[config.mk]
export PLATFORM = sky130hd
export DESIGN_NAME = uart_rx_fifo
export DESIGN_NICKNAME = d
export VERILOG_FILES = /design/src/rtl/uart_rx_fifo.sv
export SDC_FILE = /design/constraint.sdc
export NUM_CORES = 1
export LEC_CHECK = 0
export ABC_CLOCK_PERIOD_IN_PS = 5900
export CAP_MARGIN = 20
export CORE_UTILIZATION = 55
export CTS_BUF_LIST = sky130_fd_sc_hd__clkbuf_4 sky130_fd_sc_hd__clkbuf_8
export DETAILED_ROUTE_END_ITERATION = 8
export GPL_ROUTABILITY_DRIVEN = 1
export GPL_TIMING_DRIVEN = 0
export PLACE_DENSITY = 0.7
export SLEW_MARGIN = 20
export SYNTH_ARGS = -nofsm -noshare
export SYNTH_HDL_FRONTEND = slang
export SYNTH_SLANG_ARGS = --single-unit
[constraint.sdc]
create_clock -name uart_clock -period 5.9 [get_ports uart_clock]
set_input_delay 1.18 -clock uart_clock [delete_from_list [all_inputs] [get_ports uart_clock]]
set_output_delay 1.18 -clock uart_clock [all_outputs]
set_load 0.03 [all_outputs]
[src/rtl/uart_rx_fifo.sv]
`default_nettype none
// ============================================================================
// Module   : uart_rx_fifo
// Purpose  : Oversampling UART receiver with majority-vote bit decisions,
//            optional parity, and a first-word-fall-through receive FIFO with
//            RTS flow control and a sticky overrun flag.
// Revision : 1.0  initial release
// ============================================================================
module uart_rx_fifo #(
    parameter int W         = 8,
    parameter int OVS       = 16,
    parameter int PARITY    = 0,
    parameter int DEPTH     = 4,
    parameter int RTS_SLACK = 1
) (
    input  logic         uart_clock,
    input  logic         reset,
    input  logic         rx,
    output logic         rts,
    output logic [W-1:0] out,
    output logic         frame_err,
    output logic         parity_err,
    output logic         valid,
    input  logic         get,
    output logic         overrun
);

    localparam int PW = $clog2(OVS);
    localparam int BW = $clog2(W);
    localparam int AW = $clog2(DEPTH);

    localparam logic [PW-1:0] C_PH_S0    = PW'(OVS/2 - 1);
    localparam logic [PW-1:0] C_PH_S1    = PW'(OVS/2);
    localparam logic [PW-1:0] C_PH_VOTE  = PW'(OVS/2 + 1);
    localparam logic [PW-1:0] C_PH_LAST  = PW'(OVS - 1);
    localparam logic [BW-1:0] C_LAST_BIT = BW'(W - 1);
    localparam logic [AW:0]   C_DEPTH    = (AW+1)'(DEPTH);
    localparam logic [AW:0]   C_SLACK    = (AW+1)'(RTS_SLACK);

    typedef enum logic [2:0] {
        S_IDLE  = 3'd0,
        S_START = 3'd1,
        S_DATA  = 3'd2,
        S_PAR   = 3'd3,
        S_STOP  = 3'd4,
        S_BREAK = 3'd5
    } state_t;

    state_t          r_state;
    logic            r_sync1;
    logic            r_sync2;
    logic [PW-1:0]   r_phase;
    logic [BW-1:0]   r_bit_idx;
    logic            r_samp0;
    logic            r_samp1;
    logic [W-1:0]    r_data;
    logic            r_perr;

    logic            w_rs;
    logic            w_vote;
    logic            w_at_vote;
    logic            w_at_last;
    logic            w_push;

    // Synchronizer idles high so a low line at reset release looks like a new edge
    always_ff @(posedge uart_clock) begin
        if (reset) begin
            r_sync1 <= 1'b1;
            r_sync2 <= 1'b1;
        end else begin
            r_sync1 <= rx;
            r_sync2 <= r_sync1;
        end
    end

    assign w_rs      = r_sync2;
    assign w_vote    = (r_samp0 & r_samp1) | (r_samp0 & w_rs) | (r_samp1 & w_rs);
    assign w_at_vote = (r_phase == C_PH_VOTE);
    assign w_at_last = (r_phase == C_PH_LAST);
    assign w_push    = (r_state == S_STOP) && w_at_vote;

    always_ff @(posedge uart_clock) begin
        if (reset) begin
            r_state   <= S_IDLE;
            r_phase   <= '0;
            r_bit_idx <= '0;
            r_samp0   <= 1'b1;
            r_samp1   <= 1'b1;
            r_data    <= '0;
            r_perr    <= 1'b0;
        end else begin
            if (r_state != S_IDLE && r_state != S_BREAK) begin
                r_phase <= w_at_last ? '0 : r_phase + 1'b1;
                if (r_phase == C_PH_S0) r_samp0 <= w_rs;
                if (r_phase == C_PH_S1) r_samp1 <= w_rs;
            end
            case (r_state)
                S_IDLE: begin
                    if (!w_rs) begin
                        r_state   <= S_START;
                        r_phase   <= '0;
                        r_bit_idx <= '0;
                        r_perr    <= 1'b0;
                    end
                end
                S_START: begin
                    if (w_at_vote && w_vote)
                        r_state <= S_IDLE;
                    else if (w_at_last)
                        r_state <= S_DATA;
                end
                S_DATA: begin
                    // LSB arrives first, so shifting in from the top lands it at bit 0
                    if (w_at_vote)
                        r_data <= {w_vote, r_data[W-1:1]};
                    if (w_at_last) begin
                        if (r_bit_idx == C_LAST_BIT) begin
                            if (PARITY != 0)
                                r_state <= S_PAR;
                            else
                                r_state <= S_STOP;
                        end else begin
                            r_bit_idx <= r_bit_idx + 1'b1;
                        end
                    end
                end
                S_PAR: begin
                    if (w_at_vote) begin
                        if (PARITY == 1)
                            r_perr <= ~((^r_data) ^ w_vote);
                        else
                            r_perr <= (^r_data) ^ w_vote;
                    end
                    if (w_at_last)
                        r_state <= S_STOP;
                end
                S_STOP: begin
                    if (w_at_vote) begin
                        if (w_vote)
                            r_state <= S_IDLE;
                        else
                            r_state <= S_BREAK;
                    end
                end
                S_BREAK: begin
                    if (w_rs)
                        r_state <= S_IDLE;
                end
                default: r_state <= S_IDLE;
            endcase
        end
    end

    logic [W+1:0] r_mem [DEPTH];
    logic [AW:0]  r_wr;
    logic [AW:0]  r_rd;
    logic         r_rts;
    logic         r_overrun;

    logic [AW:0]  w_count;
    logic [AW:0]  w_count_next;
    logic         w_full;
    logic         w_pop;
    logic         w_wr_en;
    logic [W+1:0] w_head;

    assign valid        = (r_wr != r_rd);
    assign w_count      = r_wr - r_rd;
    assign w_full       = (w_count == C_DEPTH);
    assign w_pop        = get && valid;
    assign w_wr_en      = w_push && (!w_full || w_pop);
    assign w_count_next = w_count + (AW+1)'(w_wr_en) - (AW+1)'(w_pop);
    assign w_head       = r_mem[r_rd[AW-1:0]];

    always_ff @(posedge uart_clock) begin
        if (w_wr_en)
            r_mem[r_wr[AW-1:0]] <= {r_perr, ~w_vote, r_data};
    end

    always_ff @(posedge uart_clock) begin
        if (reset) begin
            r_wr      <= '0;
            r_rd      <= '0;
            r_rts     <= 1'b1;
            r_overrun <= 1'b0;
        end else begin
            if (w_wr_en) r_wr <= r_wr + 1'b1;
            if (w_pop)   r_rd <= r_rd + 1'b1;
            if (w_push && w_full && !w_pop)
                r_overrun <= 1'b1;
            r_rts <= ((C_DEPTH - w_count_next) >= C_SLACK);
        end
    end

    // Head fields are masked while empty so stale memory never shows
    assign out        = valid ? w_head[W-1:0] : '0;
    assign frame_err  = valid ? w_head[W]     : 1'b0;
    assign parity_err = valid ? w_head[W+1]   : 1'b0;
    assign rts        = r_rts;
    assign overrun    = r_overrun;

endmodule
`default_nettype wire

==> metrics.md, run 1 <==
| Metric | Value |
|---|---|
| Mapped Area | 3390 sq um |
| Worst Hold Class | reg -> reg |
| Placed insts | 353 |
| H-tree levels | 3 |
| Row count | 28 |
| Longest Clk Path Bufs | 2 |
| CTS tree | yes |
| Worst-path maximum fanout | 10 |
| Startpoint Class | register |
| Gpl congestion | 0.812 |
| FMAX | about 260 MHz |
| Largest net degree at the start of global routing | 14 |
| Ys flop type | edfxtp_1 |
| Clock slew at reported path FFs | 80 ps |
| Post-CTS setup buffer count | 0 |
| Clock Power Share | 0.439 |
| Port Buffers | 16 |
| Pwr Density | about 250 nW/um^2 |
| Place WS | ~2500 ps |
| Leakage | 0.00139 uW |
| CTS Sinks | between 70 and 80 |
| RR Startpoint | r_wr[0] |
| Worst setup EP type | output pin |
| Mapped Avg Cell Area | 12.9 sq um |
| Hold path start | r_sync1 |
| Worst EP arrival | about 2600 ps |
| Pre-Repair DR Iteration Count | 4 |
| CP cell instances | inv_1, ha_1, nand2_1, nor2_1, clkbuf_1, nor2b_1, clkdlybuf4s50_1 |
| Final Hold Viols | 0 |
| Peak supply drop | 0.130 mV |
| Synth Register Bits | 73 |
| Synth unique cells | 49 |
| Layout overhead on the synthesized area | 13.9% |
| Number of flops mapped to enable cells by yosys | 40 |
| Commonest non-fill, non-tap cell in the layout | edfxtp_1 |
| Crit Path Class | reg -> out |
| Worst path bufs/invs | 3 |
| Max-slew violations | 0 |
| Setup TNS | 0 ps |
| Register area share after synthesis | 0.549 |
| Antenna Nets Post-Route | 0 |
| Reg power frac | 0.546 |
| Critical Path Source | r_wr[0] |
| Switching Fraction | 0.205 |
| Core ar. | a little under 6000 sq um |
| Final WL | 6010 microns |
| Mapped Cells | 262 |
| Async SR Flop Fraction | 0 |
| Final min period | 3790 ps |
| Seq. cell area | about 1900 sq um |
| Slew margin rel. | 0.458 |
| Max-Cap Viols | 0 |
| Syn Nets | approximately 280 |
| Net Sw Power | 200 uW |
| Nets | 308 |
| Slew @ Worst Pin | 813 ps |
| Via density | about 5.5 |
| HPWL Detailed | 4020 microns |
| Starting density of the core | 0.572 |
| Hold WS | between 400 and 500 ps |
| Root Buffer | clkbuf_8 |
| RSZ-0062 raised after global routing | false |
| Filler cells | 435 |
| Non-filler cells, final | 369 |
| Die Y | between 80 and 90 microns |
| Share of layout cells above drive strength 1 | 0.167 |
| Die area | between 6000 and 7000 sq um |
| DR DRC count | 0 |
| Initial antenna violation count | 0 |
| Die width | about 81 microns |
| WL per Instance | about 16 microns |
| Area of the multi-input gates | 1430 sq um |
| Gr usage total | 0.214 |
| Logic pwr share | 0.016 |
| GR Overflow Total | 0 |
| Ys Warns | 0 |
| Hold_buf cts | 0 |
| Final worst slack | 2110 ps |
| Internal | slightly below 800 uW |
| Top delay family on crit path | buffers and inverters |
| Initial DRC Count | 57 |
| CP peak stage delay | 610 ps |
| Critical path's slowest cell | clkdlybuf4s50_1 |
| I/O pin cnt | 17 |
| Required time of the critical path | 4720 ps |
| N_diodes | 0 |
| Status | completed |
| Number of global-route vias before repair | slightly above 2,000 |
| Finish-stage setup viols | 0 |
| Reg-to-reg slack, setup | 3260 ps |
| CTS Buf Count | 9 |
| Commonest cells after routing, fill and taps aside | edfxtp_1, dfxtp_1, nor2_1 |
| Final period utilization | 0.643 |
| CTS resizes | 0 |
| First-pass GRT wire length | around 10000 microns |
| Clk_skew | 5.44 ps |
| Worst skew pair latency | 340 ps |
| Via count | 2,027 |
## flip-flops by register name, indices dropped and copies added (netlist names), named ones only
name       count
rts            1
r_wr           3
r_sync1        1
r_rd           3
r_phase        4
r_samp1        1
r_perr         1
overrun        1
r_bit_idx      3
r_state        3
r_sync2        1
r_samp0        1
r_mem         40
r_data         8
## final cells by class
type | instances | area share
Buffer | 11 | 0.0139
Clock buffer | 9 | 0.0321
Clock inverter | 7 | 0.0243
Inverter | 12 | 0.0117
Multi-Input combinational cell | 166 | 0.370
Sequential cell | 73 | 0.482
Tap cell | 75 | 0.0243
Timing Repair Buffer | 16 | 0.0415
## through the flow
stage | instance area [sq um] | total power [uW] | utilization
global placement | 3640 | 559 | 0.615
detailed placement | 3640 | 559 | 0.615
global route | 3860 | 1000 | 0.652
finish | 3860 | 975 | 0.652
floorplan | 3390 | 553 | -
CTS | 3860 | 980 | 0.652
## kinds of logic after synthesis
kind of cell               count (synthesis)  synth area share
and+or+nand+nor                           78             0.130
DFF                                       73             0.549
AOI/OAI and AO/OA                         34            0.0690
muxes                                     25             0.115
buffers and inverters                     23            0.0292
adders and majority gates                 16            0.0631
xor gates and xnor gates                  13            0.0439
## power by group through the flow
stage               Clock [uW]  Sequential, uW  Combinational (uW)
finish                     428             532                15.2
global route               453             532                16.9
CTS                        433             532                15.3
detailed placement           0             544                15.1
global placement             0             544                15.2
floorplan                    0             543                9.72
## worst register-to-register path, stage by stage, from the launching register on
cell      delay [ps]
dfxtp_1          390
inv_1            110
ha_1             220
fa_1             540
nand2_1          100
nor2_4           170
a21boi_4         100
fa_1             410
inv_1             60
ha_1             220
nor2_1           110
nand4b_1         100
## worst paths after layout
kind             end  cells after the start
max           out[7]                      7
min reg2reg  r_sync2                      1
max reg2reg      rts                     11
min          r_sync2                      1
## synth_stat cells (5+ instances only)
library cell | instances | area (sq um)
nor2b_1 | 12 | 75.1
ha_1 | 13 | 163
o21ai_0 | 8 | 40.0
xnor2_1 | 7 | 61.3
nor2_1 | 24 | 90.1
inv_1 | 12 | 45.0
edfxtp_1 | 40 | 1200
mux4_2 | 10 | 225
a21oi_1 | 12 | 60.1
mux2i_1 | 12 | 120
nand2_1 | 6 | 22.5
dfxtp_1 | 33 | 661
clkbuf_1 | 5 | 18.8
nand2b_1 | 6 | 37.5
## metal layers
| layer | GRT usage | part of all wire |
|---|---|---|
| met3 | 0.0375 | 0.024 |
| met2 | 0.369 | 0.51 |
| met4 | 0.0911 | 0.011 |
| met1 | 0.262 | 0.45 |
| met5 | 0 | 0 |
(Power assumes the default switching activity.)
==> run 2, diff against run 1 <==
--- a/config.mk
+++ b/config.mk
@@ -5,14 +5,14 @@
 export SDC_FILE = /design/constraint.sdc
 export NUM_CORES = 1
 export LEC_CHECK = 0
-export ABC_CLOCK_PERIOD_IN_PS = 5900
+export ABC_CLOCK_PERIOD_IN_PS = 3400
 export CAP_MARGIN = 20
 export CORE_UTILIZATION = 55
 export CTS_BUF_LIST = sky130_fd_sc_hd__clkbuf_4 sky130_fd_sc_hd__clkbuf_8
 export DETAILED_ROUTE_END_ITERATION = 8
 export GPL_ROUTABILITY_DRIVEN = 1
 export GPL_TIMING_DRIVEN = 0
-export PLACE_DENSITY = 0.7
+export PLACE_DENSITY = 0.73
 export SLEW_MARGIN = 20
 export SYNTH_ARGS = -nofsm -noshare
 export SYNTH_HDL_FRONTEND = slang
==> constraint.sdc (replaced) <==
create_clock -name uart_clock -period 3.4 [get_ports uart_clock]
set_input_delay 0.68 -clock uart_clock [delete_from_list [all_inputs] [get_ports uart_clock]]
set_output_delay 0.68 -clock uart_clock [all_outputs]
set_load 0.03 [all_outputs]
==> metrics.md, run 2 (synthesis gave the netlist of run 1 again) <==
| Metric | Value |
|---|---|
| Worst reg2reg endpoint | rts |
| WHS Endpoint | r_sync2 |
| Worst reg2reg path depth | 11 |
| First-pass GRT wire length | around 9000 microns |
| Core ar. | ~5900 sq um |
| I/O pin cnt | 17 |
| Port Buffers | 16 |
| Starting density of the core | 0.572 |
| Via count | 2,028 |
| Switching Fraction | 0.198 |
| Commonest non-fill, non-tap cell in the layout | edfxtp_1 |
| Max-Cap Viols | 0 |
| Hold path start | r_sync1 |
| CTS Buf Count | 9 |
| Row count | 28 |
| Root Buffer | clkbuf_8 |
| Crit Path Class | reg -> out |
| DR DRC count | 0 |
| Required time of the critical path | 2720 ps |
| Placed insts | 353 |
| CTS Sinks | 73 |
| RR Startpoint | r_wr[0] |
| Clock Power Share | 0.411 |
| Die area | 6480 sq um |
| Pre-Repair DR Iteration Count | 4 |
| Largest net degree at the start of global routing | 13 |
| Via density | 5.50 |
| Filler cells | 465 |
| Worst skew pair latency | between 300 and 400 ps |
| Longest Clk Path Bufs | 2 |
| Max-slew violations | 0 |
| Nets | 308 |
| Worst Hold Class | reg -> reg |
| Antenna Nets Post-Route | 0 |
| Reg-to-reg slack, setup | 760 ps |
| Die Y | between 80 and 90 microns |
| Worst setup EP type | output pin |
| Leakage | 0.00139 uW |
| Layout overhead on the synthesized area | 13.2% |
| Peak supply drop | 0.230 mV |
| Logic pwr share | 0.017 |
| Final WL | 5690 microns |
| Commonest cells after routing, fill and taps aside | edfxtp_1, dfxtp_1, nor2_1 |
| Final Hold Viols | 0 |
| Slew @ Worst Pin | roughly 780 ps |
| Pwr Density | approximately 420 nW/um^2 |
| Clock slew at reported path FFs | 70 ps |
| Finish-stage setup viols | 0 |
| Gpl congestion | 0.780 |
| Initial DRC Count | between 70 and 80 |
| H-tree levels | 3 |
| Worst-path maximum fanout | 10 |
| Number of global-route vias before repair | 1,887 |
| Net Sw Power | 320 uW |
| Slew margin rel. | 0.477 |
| Worst EP arrival | about 2500 ps |
| Status | completed |
| Startpoint Class | register |
| FMAX | 318 MHz |
| RSZ-0062 raised after global routing | false |
| CTS tree | yes |
| Share of layout cells above drive strength 1 | 0.167 |
| Final min period | 3150 ps |
| HPWL Detailed | 3760 microns |
| Min-Delay Path Depth | 1 |
| Non-filler cells, final | 369 |
| Clk_skew | 7.48 ps |
| Setup TNS | 0 ps |
| N_diodes | 0 |
| WL per Instance | 15.4 microns |
| Gr usage total | 0.198 |
| Die width | 80.5 microns |
| Max reg flops | 40 |
| Final period utilization | 0.925 |
| Internal | 1290 uW |
| GR Overflow Total | 0 |
| Initial antenna violation count | 0 |
| Hold_buf cts | 0 |
| Reg power frac | 0.573 |
run 2: cell type report:
| class | count | area, sq um | share of cell area |
|---|---|---|---|
| inverter | 12 | 45.0 | 0.0117 |
| clock inverter | 4 | 46.3 | 0.0121 |
| clock buffer | 12 | 146 | 0.0381 |
| multi-input combinational | 166 | 1430 | 0.372 |
| tap | 75 | 93.8 | 0.0245 |
| buffer | 11 | 55.1 | 0.0143 |
| timing repair buffer | 16 | 160 | 0.0417 |
| sequential | 73 | 1860 | 0.485 |
run 2: how the worst max path moves through the flow:
stage / startpoint / cells past startpoint / end
final: r_wr[0] / 7 / out[6]
after global routing: r_wr[0] / 7 / out[6]
after CTS: r_wr[0] / 7 / out[6]
after detailed placement: r_wr[0] / 7 / out[6]
after global placement: r_wr[0] / 7 / out[6]
after floorplan: r_wr[0] / 11 / rts
run 2: routing by layer:
layer | track usage | share of wire | vias to the layer above
met5 | 0 | 0 | -
met4 | 0.0804 | 0.015 | 0
met3 | 0.0477 | 0.029 | 9
met2 | 0.308 | 0.49 | 30
met1 | 0.263 | 0.47 | 989
li1 | - | - | 1000
run 2: power by group through the flow:
| stage | registers (uW) | logic, uW | clock network [uW] |
|---|---|---|---|
| CTS | 923 | 26.7 | 668 |
| global placement | 943 | 26.3 | 0 |
| detailed placement | 943 | 26.6 | 0 |
| global route | 923 | 29.7 | 703 |
| floorplan | 943 | 16.9 | 0 |
| finish | 923 | 26.8 | 662 |
run 2: stage by stage:
stage / instance area, sq um / total power [uW] / setup WS (ps) / util / hold slack (ps)
2_1_floorplan: 3390 / 960 / 939 / - / 389
5_1_grt: 3840 / 1660 / 99.3 / 0.648 / 451
4_1_cts: 3840 / 1620 / 61.7 / 0.648 / 421
3_5_place_dp: 3640 / 970 / 437 / 0.615 / 402
6_report: 3840 / 1610 / 254 / 0.648 / 418
3_3_place_gp: 3640 / 970 / 501 / 0.615 / 401
run 2: worst max-delay path: stages, from the launching register on:
cell and delay, ps:
dfxtp_1 390, inv_1 110, ha_1 350, nand2_1 130, nor2_1 80, clkbuf_2 230, nor2b_1 160, clkdlybuf4s50_1 680
run 2: repair_timing:
action / CTS / global route
setup endpoints to repair: 0 / 10
hold endpoints to repair: 0 / 0
gates resized for setup: 0 / 2
setup buffers: 0 / 0
==> run 3, diff against run 2 <==
--- a/config.mk
+++ b/config.mk
@@ -7,6 +7,7 @@
 export LEC_CHECK = 0
 export ABC_CLOCK_PERIOD_IN_PS = 3400
 export CAP_MARGIN = 20
+export CORE_ASPECT_RATIO = 1.4
 export CORE_UTILIZATION = 55
 export CTS_BUF_LIST = sky130_fd_sc_hd__clkbuf_4 sky130_fd_sc_hd__clkbuf_8
 export DETAILED_ROUTE_END_ITERATION = 8
==> metrics.md, run 3 (synthesis gave the netlist of run 1 again) <==
| Metric | Value |
|---|---|
| Worst EP arrival | 2440 ps |
| Max-Cap Viols | 0 |
| Pre-Repair DR Iteration Count | 4 |
| Antenna Nets Post-Route | 0 |
| Total chip power | 1620 uW |
| WL per Instance | 15.5 microns |
| Seq. cell area | ~1900 sq um |
| Post-route cell area | 3840 sq um |
| Commonest cells after routing, fill and taps aside | edfxtp_1, dfxtp_1, nor2_1 |
| Starting density of the core | 0.574 |
| Commonest non-fill, non-tap cell in the layout | edfxtp_1 |
| Switching Fraction | 0.211 |
| Hold_buf cts | 0 |
| Startpoint Class | register |
| Peak supply drop | 0.314 mV |
| N_diodes | 0 |
| Initial DRC Count | 122 |
| Worst setup EP type | output pin |
| CP cell instances | inv_1, ha_1, nand2_1, nor2_1, clkbuf_2, nor2b_1, clkdlybuf4s50_1 |
| M1 WL | approximately 2300 microns |
| Die width | 68.3 microns |
| Setup TNS | 0 ps |
| Finish-stage setup viols | 0 |
| DR DRC count | 0 |
| Layout overhead on the synthesized area | 13.3% |
| Post-CTS setup buffer count | 0 |
| CTS tree | yes |
| Internal | approximately 1300 uW |
| Status | completed |
| CP peak stage delay | 680 ps |
| Hold path start | r_sync1 |
| Clock slew at reported path FFs | 80 ps |
| Leakage | 0.00139 uW |
| Clk_skew | 4.42 ps |
| Gpl congestion | ~0.85 |
| Required time of the critical path | approximately 2700 ps |
| Logic pwr share | 0.016 |
| Place WS | 502 ps |
| Die area | between 6000 and 7000 sq um |
| Cell Area, Placed | 3640 sq um |
| Share of layout cells above drive strength 1 | 0.170 |
| First-pass GRT wire length | 9250 microns |
| Final period utilization | 0.917 |
| Slew @ Worst Pin | around 760 ps |
| I/O pin cnt | 17 |
| CTS Sinks | 73 |
| RSZ-0062 raised after global routing | false |
| Gr usage total | 0.204 |
| HPWL Detailed | 3930 microns |
| Worst skew pair latency | 330 ps |
| DR WL met3 | between 100 and 150 microns |
| Crit Path Class | reg -> out |
| Area of the multi-input gates | between 1000 and 1500 sq um |
| Pwr Density | between 400 and 500 nW/um^2 |
| Core ar. | 5900 sq um |
| Largest net degree at the start of global routing | 15 |
| Port Buffers | 16 |
| Final worst slack | roughly 280 ps |
| Placed insts | approximately 350 |
| Slew margin rel. | 0.496 |
| Via count | 2,015 |
| Critical Path Source | r_wr[0] |
| Reg power frac | 0.571 |
| Non-filler cells, final | 364 |
| Worst-path maximum fanout | 10 |
| Filler cells | 468 |
| FMAX | 321 MHz |
| Final min period | approximately 3100 ps |
| Number of global-route vias before repair | 1,984 |
| Row count | 33 |
| Net Sw Power | ~340 uW |
| Critical path's slowest cell | clkdlybuf4s50_1 |
| Max reg flops | 40 |
| CTS Buf Count | 9 |
| Worst Hold Class | reg -> reg |
| Final WL | 5630 microns |
| GR Overflow Total | 0 |
| Root Buffer | clkbuf_8 |
| Die Y | 94.9 microns |
| DR WL met2 | 3100 microns |
| Max-slew violations | 0 |
| Clock Power Share | 0.413 |
| RR Startpoint | r_wr[0] |
| Via density | 5.54 |
| Longest Clk Path Bufs | 2 |
| Nets | around 310 |
| H-tree levels | 3 |
| Initial antenna violation count | 0 |
| Top layer in use | met4 |
| Final Hold Viols | 0 |
[run 3: cell count changes in the layout (fill, tap and decap cells not counted), sizes merged]
cell	change
clkbuf	-3
inv	+3
[run 3: critical path, delay by kind of cell (launching register included)]
| family | cells | cell delay, ps |
|---|---|---|
| adders and majority gates | 1 | 340 |
| DFF | 1 | 380 |
| buffers and inverters | 3 | 1010 |
| and+or+nand+nor | 3 | 370 |
[run 3: per-stage QoR]
stage                      util  hold slack, ps
after floorplan               -             389
after global placement    0.616             399
after detailed placement  0.616             396
after CTS                 0.650             420
after global routing      0.650             438
final                     0.650             418
[run 3: repair_timing]
item,CTS,global route
setup endpoints to repair,0,10
endpoints found under the hold margin,0,0
resized for setup,0,2
[run 3: final cells by class]
cell class,count,area share
plain buffers,11,0.0143
flip-flops and latches,73,0.485
clock buffers,9,0.0323
clock inverters,7,0.0199
repair buffers,16,0.0417
well taps,70,0.0228
multi-input cells,166,0.372
inverters,12,0.0117
[run 3: power by group through the flow]
stage	registers (uW)	logic, uW	clock network, uW
2_1_floorplan	943	16.9	0
3_3_place_gp	943	26.5	0
3_5_place_dp	943	26.7	0
4_1_cts	923	26.9	685
5_1_grt	923	29.6	721
6_report	923	26.7	667
[run 3: final timing paths]
path,end,slack [ps],cells past startpoint
max,out[6],280,7
max reg2reg,rts,770,11
min reg2reg,r_sync2,420,1
min,r_sync2,420,1
[run 3: layer usage]
| metal | global-route usage | up-vias |
|---|---|---|
| met5 | 0 | - |
| met4 | 0.0903 | 0 |
| met3 | 0.0543 | 8 |
| met2 | 0.359 | 39 |
| met1 | 0.221 | 967 |
| li1 | - | 1001 |
